`src/rtl/hssi_tc_mailbox_bridge.sv`:
```
// Host CSR mailbox (CMD/ADDRESS/RDDATA/WRDATA) that issues one traffic-controller
// register access at a time and aborts reads or writes that exceed a cycle budget.
module hssi_tc_mailbox_bridge #(
    parameter int unsigned TC_ADDR_W   = 16,
    parameter int unsigned TIMEOUT_CYC = 1024
) (
    input  logic                 clk,
    input  logic                 rst_n,
    input  logic                 csr_wr,
    input  logic                 csr_rd,
    input  logic [3:0]           csr_addr,
    input  logic [31:0]          csr_wdata,
    output logic [31:0]          csr_rdata,
    output logic                 csr_rdata_valid,
    output logic [TC_ADDR_W-1:0] tc_addr,
    output logic                 tc_write,
    output logic                 tc_read,
    output logic [31:0]          tc_wdata,
    input  logic                 tc_waitrequest,
    input  logic [31:0]          tc_readdata,
    input  logic                 tc_readdatavalid
);

    localparam int unsigned DATA_W = 32;
    localparam int unsigned CNT_W  = (TIMEOUT_CYC > 1) ? $clog2(TIMEOUT_CYC) : 1;
    localparam logic [CNT_W-1:0] CNT_LAST = CNT_W'(TIMEOUT_CYC - 1);

    localparam logic [3:0] OFS_CMD    = 4'h0;
    localparam logic [3:0] OFS_ADDR   = 4'h4;
    localparam logic [3:0] OFS_RDDATA = 4'h8;
    localparam logic [3:0] OFS_WRDATA = 4'hC;

    typedef enum logic [1:0] {
        ST_IDLE     = 2'd0,
        ST_ISSUE_WR = 2'd1,
        ST_ISSUE_RD = 2'd2,
        ST_WAIT_RD  = 2'd3
    } state_t;

    state_t              r_state;
    state_t              w_state_nxt;
    logic [DATA_W-1:0]   r_addr;
    logic [DATA_W-1:0]   r_wrdata;
    logic [DATA_W-1:0]   r_rddata;
    logic                r_ack;
    logic                r_timeout;
    logic                r_cmd_err;
    logic [CNT_W-1:0]    r_cnt;
    logic                r_tc_write;
    logic                r_tc_read;
    logic [DATA_W-1:0]   r_csr_rdata;
    logic                r_csr_rdata_valid;

    logic [DATA_W-1:0]   w_addr_nxt;
    logic [DATA_W-1:0]   w_wrdata_nxt;
    logic [DATA_W-1:0]   w_rddata_nxt;
    logic                w_ack_nxt;
    logic                w_timeout_nxt;
    logic                w_cmd_err_nxt;
    logic [CNT_W-1:0]    w_cnt_nxt;
    logic                w_cnt_last;
    logic                w_busy;
    logic                w_act_rd;
    logic                w_act_wr;
    logic [DATA_W-1:0]   w_cmd_word;
    logic [DATA_W-1:0]   w_rd_mux;

    assign w_cnt_last = (r_cnt == CNT_LAST);
    assign w_busy     = (r_state != ST_IDLE);
    assign w_act_wr   = (r_state == ST_ISSUE_WR);
    assign w_act_rd   = (r_state == ST_ISSUE_RD) || (r_state == ST_WAIT_RD);
    assign w_cmd_word = {26'd0, r_cmd_err, r_timeout, w_busy, r_ack, w_act_wr, w_act_rd};

    // Next-state and register updates; the timeout check yields to a same-cycle completion.
    always_comb begin
        w_state_nxt   = r_state;
        w_addr_nxt    = r_addr;
        w_wrdata_nxt  = r_wrdata;
        w_rddata_nxt  = r_rddata;
        w_ack_nxt     = r_ack;
        w_timeout_nxt = r_timeout;
        w_cmd_err_nxt = r_cmd_err;
        w_cnt_nxt     = r_cnt + CNT_W'(1);
        case (r_state)
            ST_IDLE: begin
                w_cnt_nxt = '0;
                if (csr_wr && (csr_addr == OFS_ADDR)) begin
                    w_addr_nxt = csr_wdata;
                end
                if (csr_wr && (csr_addr == OFS_WRDATA)) begin
                    w_wrdata_nxt = csr_wdata;
                end
                if (csr_wr && (csr_addr == OFS_CMD)) begin
                    case (csr_wdata[1:0])
                        2'b01: begin
                            w_state_nxt   = ST_ISSUE_RD;
                            w_ack_nxt     = 1'b0;
                            w_timeout_nxt = 1'b0;
                            w_cmd_err_nxt = 1'b0;
                        end
                        2'b10: begin
                            w_state_nxt   = ST_ISSUE_WR;
                            w_ack_nxt     = 1'b0;
                            w_timeout_nxt = 1'b0;
                            w_cmd_err_nxt = 1'b0;
                        end
                        2'b11: begin
                            w_cmd_err_nxt = 1'b1;
                            w_ack_nxt     = 1'b1;
                        end
                        default: ;
                    endcase
                end
            end
            ST_ISSUE_WR: begin
                if (!tc_waitrequest) begin
                    w_state_nxt = ST_IDLE;
                    w_ack_nxt   = 1'b1;
                end else if (w_cnt_last) begin
                    w_state_nxt   = ST_IDLE;
                    w_ack_nxt     = 1'b1;
                    w_timeout_nxt = 1'b1;
                end
            end
            ST_ISSUE_RD: begin
                // Accepting the read is not a completion, so the budget still applies.
                if (w_cnt_last) begin
                    w_state_nxt   = ST_IDLE;
                    w_ack_nxt     = 1'b1;
                    w_timeout_nxt = 1'b1;
                end else if (!tc_waitrequest) begin
                    w_state_nxt = ST_WAIT_RD;
                end
            end
            ST_WAIT_RD: begin
                if (tc_readdatavalid) begin
                    w_state_nxt  = ST_IDLE;
                    w_rddata_nxt = tc_readdata;
                    w_ack_nxt    = 1'b1;
                end else if (w_cnt_last) begin
                    w_state_nxt   = ST_IDLE;
                    w_ack_nxt     = 1'b1;
                    w_timeout_nxt = 1'b1;
                end
            end
            default: begin
                w_state_nxt = ST_IDLE;
            end
        endcase
    end

    // Host read mux samples the registers before any same-cycle write lands.
    always_comb begin
        case (csr_addr)
            OFS_CMD:    w_rd_mux = w_cmd_word;
            OFS_ADDR:   w_rd_mux = r_addr;
            OFS_RDDATA: w_rd_mux = r_rddata;
            OFS_WRDATA: w_rd_mux = r_wrdata;
            default:    w_rd_mux = '0;
        endcase
    end

    always_ff @(posedge clk) begin
        if (!rst_n) begin
            r_state           <= ST_IDLE;
            r_addr            <= '0;
            r_wrdata          <= '0;
            r_rddata          <= '0;
            r_ack             <= 1'b0;
            r_timeout         <= 1'b0;
            r_cmd_err         <= 1'b0;
            r_cnt             <= '0;
            r_tc_write        <= 1'b0;
            r_tc_read         <= 1'b0;
            r_csr_rdata       <= '0;
            r_csr_rdata_valid <= 1'b0;
        end else begin
            r_state           <= w_state_nxt;
            r_addr            <= w_addr_nxt;
            r_wrdata          <= w_wrdata_nxt;
            r_rddata          <= w_rddata_nxt;
            r_ack             <= w_ack_nxt;
            r_timeout         <= w_timeout_nxt;
            r_cmd_err         <= w_cmd_err_nxt;
            r_cnt             <= w_cnt_nxt;
            r_tc_write        <= (w_state_nxt == ST_ISSUE_WR);
            r_tc_read         <= (w_state_nxt == ST_ISSUE_RD);
            r_csr_rdata       <= csr_rd ? w_rd_mux : '0;
            r_csr_rdata_valid <= csr_rd;
        end
    end

    assign tc_write        = r_tc_write;
    assign tc_read         = r_tc_read;
    assign tc_addr         = r_addr[TC_ADDR_W-1:0];
    assign tc_wdata        = r_wrdata;
    assign csr_rdata       = r_csr_rdata;
    assign csr_rdata_valid = r_csr_rdata_valid;

endmodule
```
`config.mk`:
```
export PLATFORM = sky130hd
export DESIGN_NAME = hssi_tc_mailbox_bridge
export DESIGN_NICKNAME = d
export VERILOG_FILES = /design/src/rtl/hssi_tc_mailbox_bridge.sv
export SDC_FILE = /design/constraint.sdc
export NUM_CORES = 1
export LEC_CHECK = 0
export ABC_CLOCK_PERIOD_IN_PS = 1900
export CAP_MARGIN = 10
export CELL_PAD_IN_SITES_DETAIL_PLACEMENT = 1
export CELL_PAD_IN_SITES_GLOBAL_PLACEMENT = 1
export CORE_MARGIN = 4
export CORE_UTILIZATION = 30
export DETAILED_ROUTE_END_ITERATION = 8
export PLACE_DENSITY = 0.79
export REMOVE_ABC_BUFFERS = 1
export SETUP_SLACK_MARGIN = 0.3
export SLEW_MARGIN = 20
export SYNTH_ARGS = -nofsm -noshare
export SYNTH_HDL_FRONTEND = slang
export SYNTH_SLANG_ARGS = --single-unit
```
`constraint.sdc`:
```
create_clock -name clk -period 1.9 [get_ports clk]
set_clock_uncertainty 0.15 [all_clocks]
set_input_delay 0.475 -clock clk [delete_from_list [all_inputs] [get_ports clk]]
set_output_delay 0.475 -clock clk [all_outputs]
set_load 0.05 [all_outputs]
```
==> metrics <==
status finished, final reports clean; final worst slack 0.2670 ns; Critical Path Fanout Max 5; Comb power frac 0.072; critical path arrival 1.83 ns; largest family of logic cells by synthesized area compound AO/OA/AOI/OAI gates; placer's final routability congestion estimate ~0.82; reg2reg start r_state[1]; Crit. End Element register; initial core utilization 0.3052; Slew Limit Fails 0; GRT Overall Usage 0.1971; Switching Power 1.641 mW; # rows 50; WP buf/inv 4; max-cap violations 0; synth warn 0; critical path data required time between 2 and 2.5 ns; Simple-Gate Fraction of Synth Area 0.2018; total wire length between 20 and 25 mm; via count 5,386; register area share after synthesis 0.5119; CTS tree done; Compound-Gate Fraction of Synth Area 0.2034; final hold vios 0; post-synthesis mux area share 0.001753; Crit path max-delay family buffers and inverters; Nets 898; internal power 5.872 mW; Die X-Extent 146.0 um; clk sinks 146; CP startpoint r_state[1]; IO Pins 157; CP max stage cell dfxtp_4; Max Clock Freq 612.4 MHz; Yosys cell types 39; Detail Placement HPWL 13.38 mm; number of global-route vias before repair 5,820; synthesis-to-layout area growth 59.13%; Cell Area, Synth 5709 sq um; Clock Tree Buf Depth 2; Switching Share 0.2185; fillers 2,072; hold_sp r_cnt[0]; Slew headroom 0.6746; global-route wire length before repair 32.98 mm; Flop pwr share 0.411; die height about 150 um; die footprint 21,300 sq um; Hold Path Class register to register; Slew @ Worst Pin 0.4880 ns; Ant. Diodes 0; Mean Syn Cell Area 8.797 sq um; clock network fraction of total power 0.517; DR vias/cell 5.053; Peak VDD IR about 630 uV; XOR/XNOR Fraction of Synth Area 0.01227; Residual DRC 0; pwr dens 827.0 nW/um^2; Routed Antenna Nets 0; total CTS buffers 17; RSZ-0062 raised after global routing true; Seq cells post-synth 146; most used cell, CP buf_12; clk slew on worst S/H paths about 0.060 ns; initial antenna violation count 0; period utilization 0.8595; Leak 3.304 nW; min Tclk post-route 1.633 ns; grt total ovfl 0; post-place setup slack -0.5074 ns; port bufs 156; per-cell routed wire length 20.04 um; CP peak stage delay between 0.3 and 0.4 ns; Post-Synthesis Cells 649; H-tree depth 4; CORE AREA around 19,000 sq um; Initial DRC Count 248; clock root cell clkbuf_16; largest net degree at the start of global routing 56; Setup Viol. Count Final 0; share of layout cells above drive strength 1 0.3089; Power Total between 7 and 8 mW; first-pass detailed-route iteration total 5; Startpoint Class register; Clock Latency Late Sink 0.42 ns; post-synthesis adder-cell area fraction 0.01096; Cell Chain, Critical Path nor3b_4, buf_6, and2_4, buf_12, buf_12, buf_16, nand2_1, a21boi_1; Setup Crit Path Kind register to register
-- Yosys cell counts, drive strengths merged --
cell type  count  area share
inv            4      0.0026
and2           5      0.0055
nor4           1      0.0022
dfxtp        146        0.51
o31ai          1      0.0013
nand3          3      0.0026
clkbuf        32       0.021
nand2b         1      0.0011
xor2           5      0.0077
nor2          41       0.027
o2bb2ai        2      0.0031
ha             5       0.011
a21oi          7      0.0061
nor4b          2      0.0068
a21boi        96        0.13
or4            1      0.0013
nor2b          2      0.0022
and3           5      0.0055
a222oi        26       0.046
a2bb2oi        1      0.0015
o21ai          2      0.0018
nand4          3      0.0033
and4bb         1      0.0022
a221oi         1      0.0015
o211ai         1      0.0013
a22oi          9       0.012
mux2i          1      0.0018
o311ai         1      0.0015
xnor2          3      0.0046
nor3           2      0.0018
nand2        203        0.13
buf           31       0.034
nor3b          4      0.0070
a32oi          1      0.0015
-- metal layers --
metal	track usage	vias to the layer above	wire length (um)
met3	0.04267	31	884
met5	0	-	0
met1	0.2447	2684	9530
met2	0.3394	131	10590
met4	0.06648	0	359
li1	-	2540	-
-- logic make-up after synthesis --
family | count (synthesis)
AOI/OAI and AO/OA | 148
xor gates and xnor gates | 8
adders and majority gates | 5
buffers and inverters | 67
DFF | 146
muxes | 1
and+or+nand+nor | 274
-- path summary, 6_finish.rpt --
kind / to / slack [ns] / depth (start not counted)
worst min-delay path: r_cnt[0] / 0.29 / 1
worst max register to register: r_addr[15] / 0.27 / 8
worst min register to register: r_cnt[0] / 0.29 / 1
worst max-delay path: r_addr[15] / 0.27 / 8
-- cells in the final DEF, fill, tap and decap left out, types with 5 or more instances in the layout --
| cell type | Yosys | final |
|---|---|---|
| dfxtp_2 | 0 | 43 |
| buf_12 | 0 | 29 |
| a21oi_1 | 7 | 7 |
| clkbuf_16 | 0 | 19 |
| buf_6 | 0 | 45 |
| a21boi_1 | 60 | 60 |
| xor2_1 | 5 | 5 |
| buf_8 | 0 | 14 |
| bufinv_16 | 0 | 6 |
| dfxtp_4 | 0 | 12 |
| a22oi_1 | 9 | 9 |
| a222oi_1 | 26 | 26 |
| nor2_1 | 41 | 40 |
| nand2_1 | 203 | 200 |
| a21boi_0 | 36 | 35 |
| dfxtp_1 | 146 | 91 |
| clkdlybuf4s50_1 | 0 | 65 |
| buf_4 | 16 | 49 |
-- area by class of cell --
type                    instances  area (sq um)  share of cell area
inverters                       4         15.01            0.001653
flip-flops and latches        146          3022              0.3326
well taps                     234         292.8             0.03223
clock buffers                  20         446.7             0.04917
repair buffers                214          2495              0.2746
multi-input cells             436          2587              0.2848
clock inverters                12         226.5             0.02493
-- sequential cells by signal, summed over array words and instances, names as in the netlist --
signal           flops
r_timeout            1
r_cnt               10
r_ack                1
tc_wdata            32
r_state              2
csr_rdata           32
csr_rdata_valid      1
tc_write             1
tc_read              1
r_cmd_err            1
r_rddata            32
r_addr              32
-- power by group through the flow --
stage / Combinational, mW / Sequential, mW / Clock (mW)
after global placement: 0.481 / 3.17 / 0
after global routing: 0.571 / 3.09 / 4.06
after floorplan: 0.0972 / 3.21 / 0
after CTS: 0.522 / 3.10 / 3.94
final: 0.542 / 3.09 / 3.88
after detailed placement: 0.484 / 3.17 / 0
-- per-stage QoR --
stage	instances	utilization	hold WS (ns)	cell area (sq um)	TNS, ns
floorplan	586	-	0.2629	5394	-57.37
global placement	1019	0.4104	0.2767	7676	-34.98
detailed placement	1019	0.4104	0.2825	7676	-42.79
CTS	1063	0.4728	0.2909	8845	0
global route	1066	0.4857	0.3204	9085	0
finish	1066	0.4857	0.2935	9085	0
-- timing repair --
action,4_1_cts,5_1_grt
cloned,3,2
hold buffers,0,0
setup endpoints to repair,167,105
gates resized for setup,138,58
setup buffers,9,1
pin swaps,9,10
-- worst reg2reg max path, stage by stage (launching register included) --
cell and delay [ns]:
dfxtp_4 0.36, nor3b_4 0.23, buf_6 0.15, and2_4 0.17
buf_12 0.12, buf_12 0.11, buf_16 0.11, nand2_1 0.06
a21boi_1 0.11
Note: power is estimated with default switching activity, not from simulation.
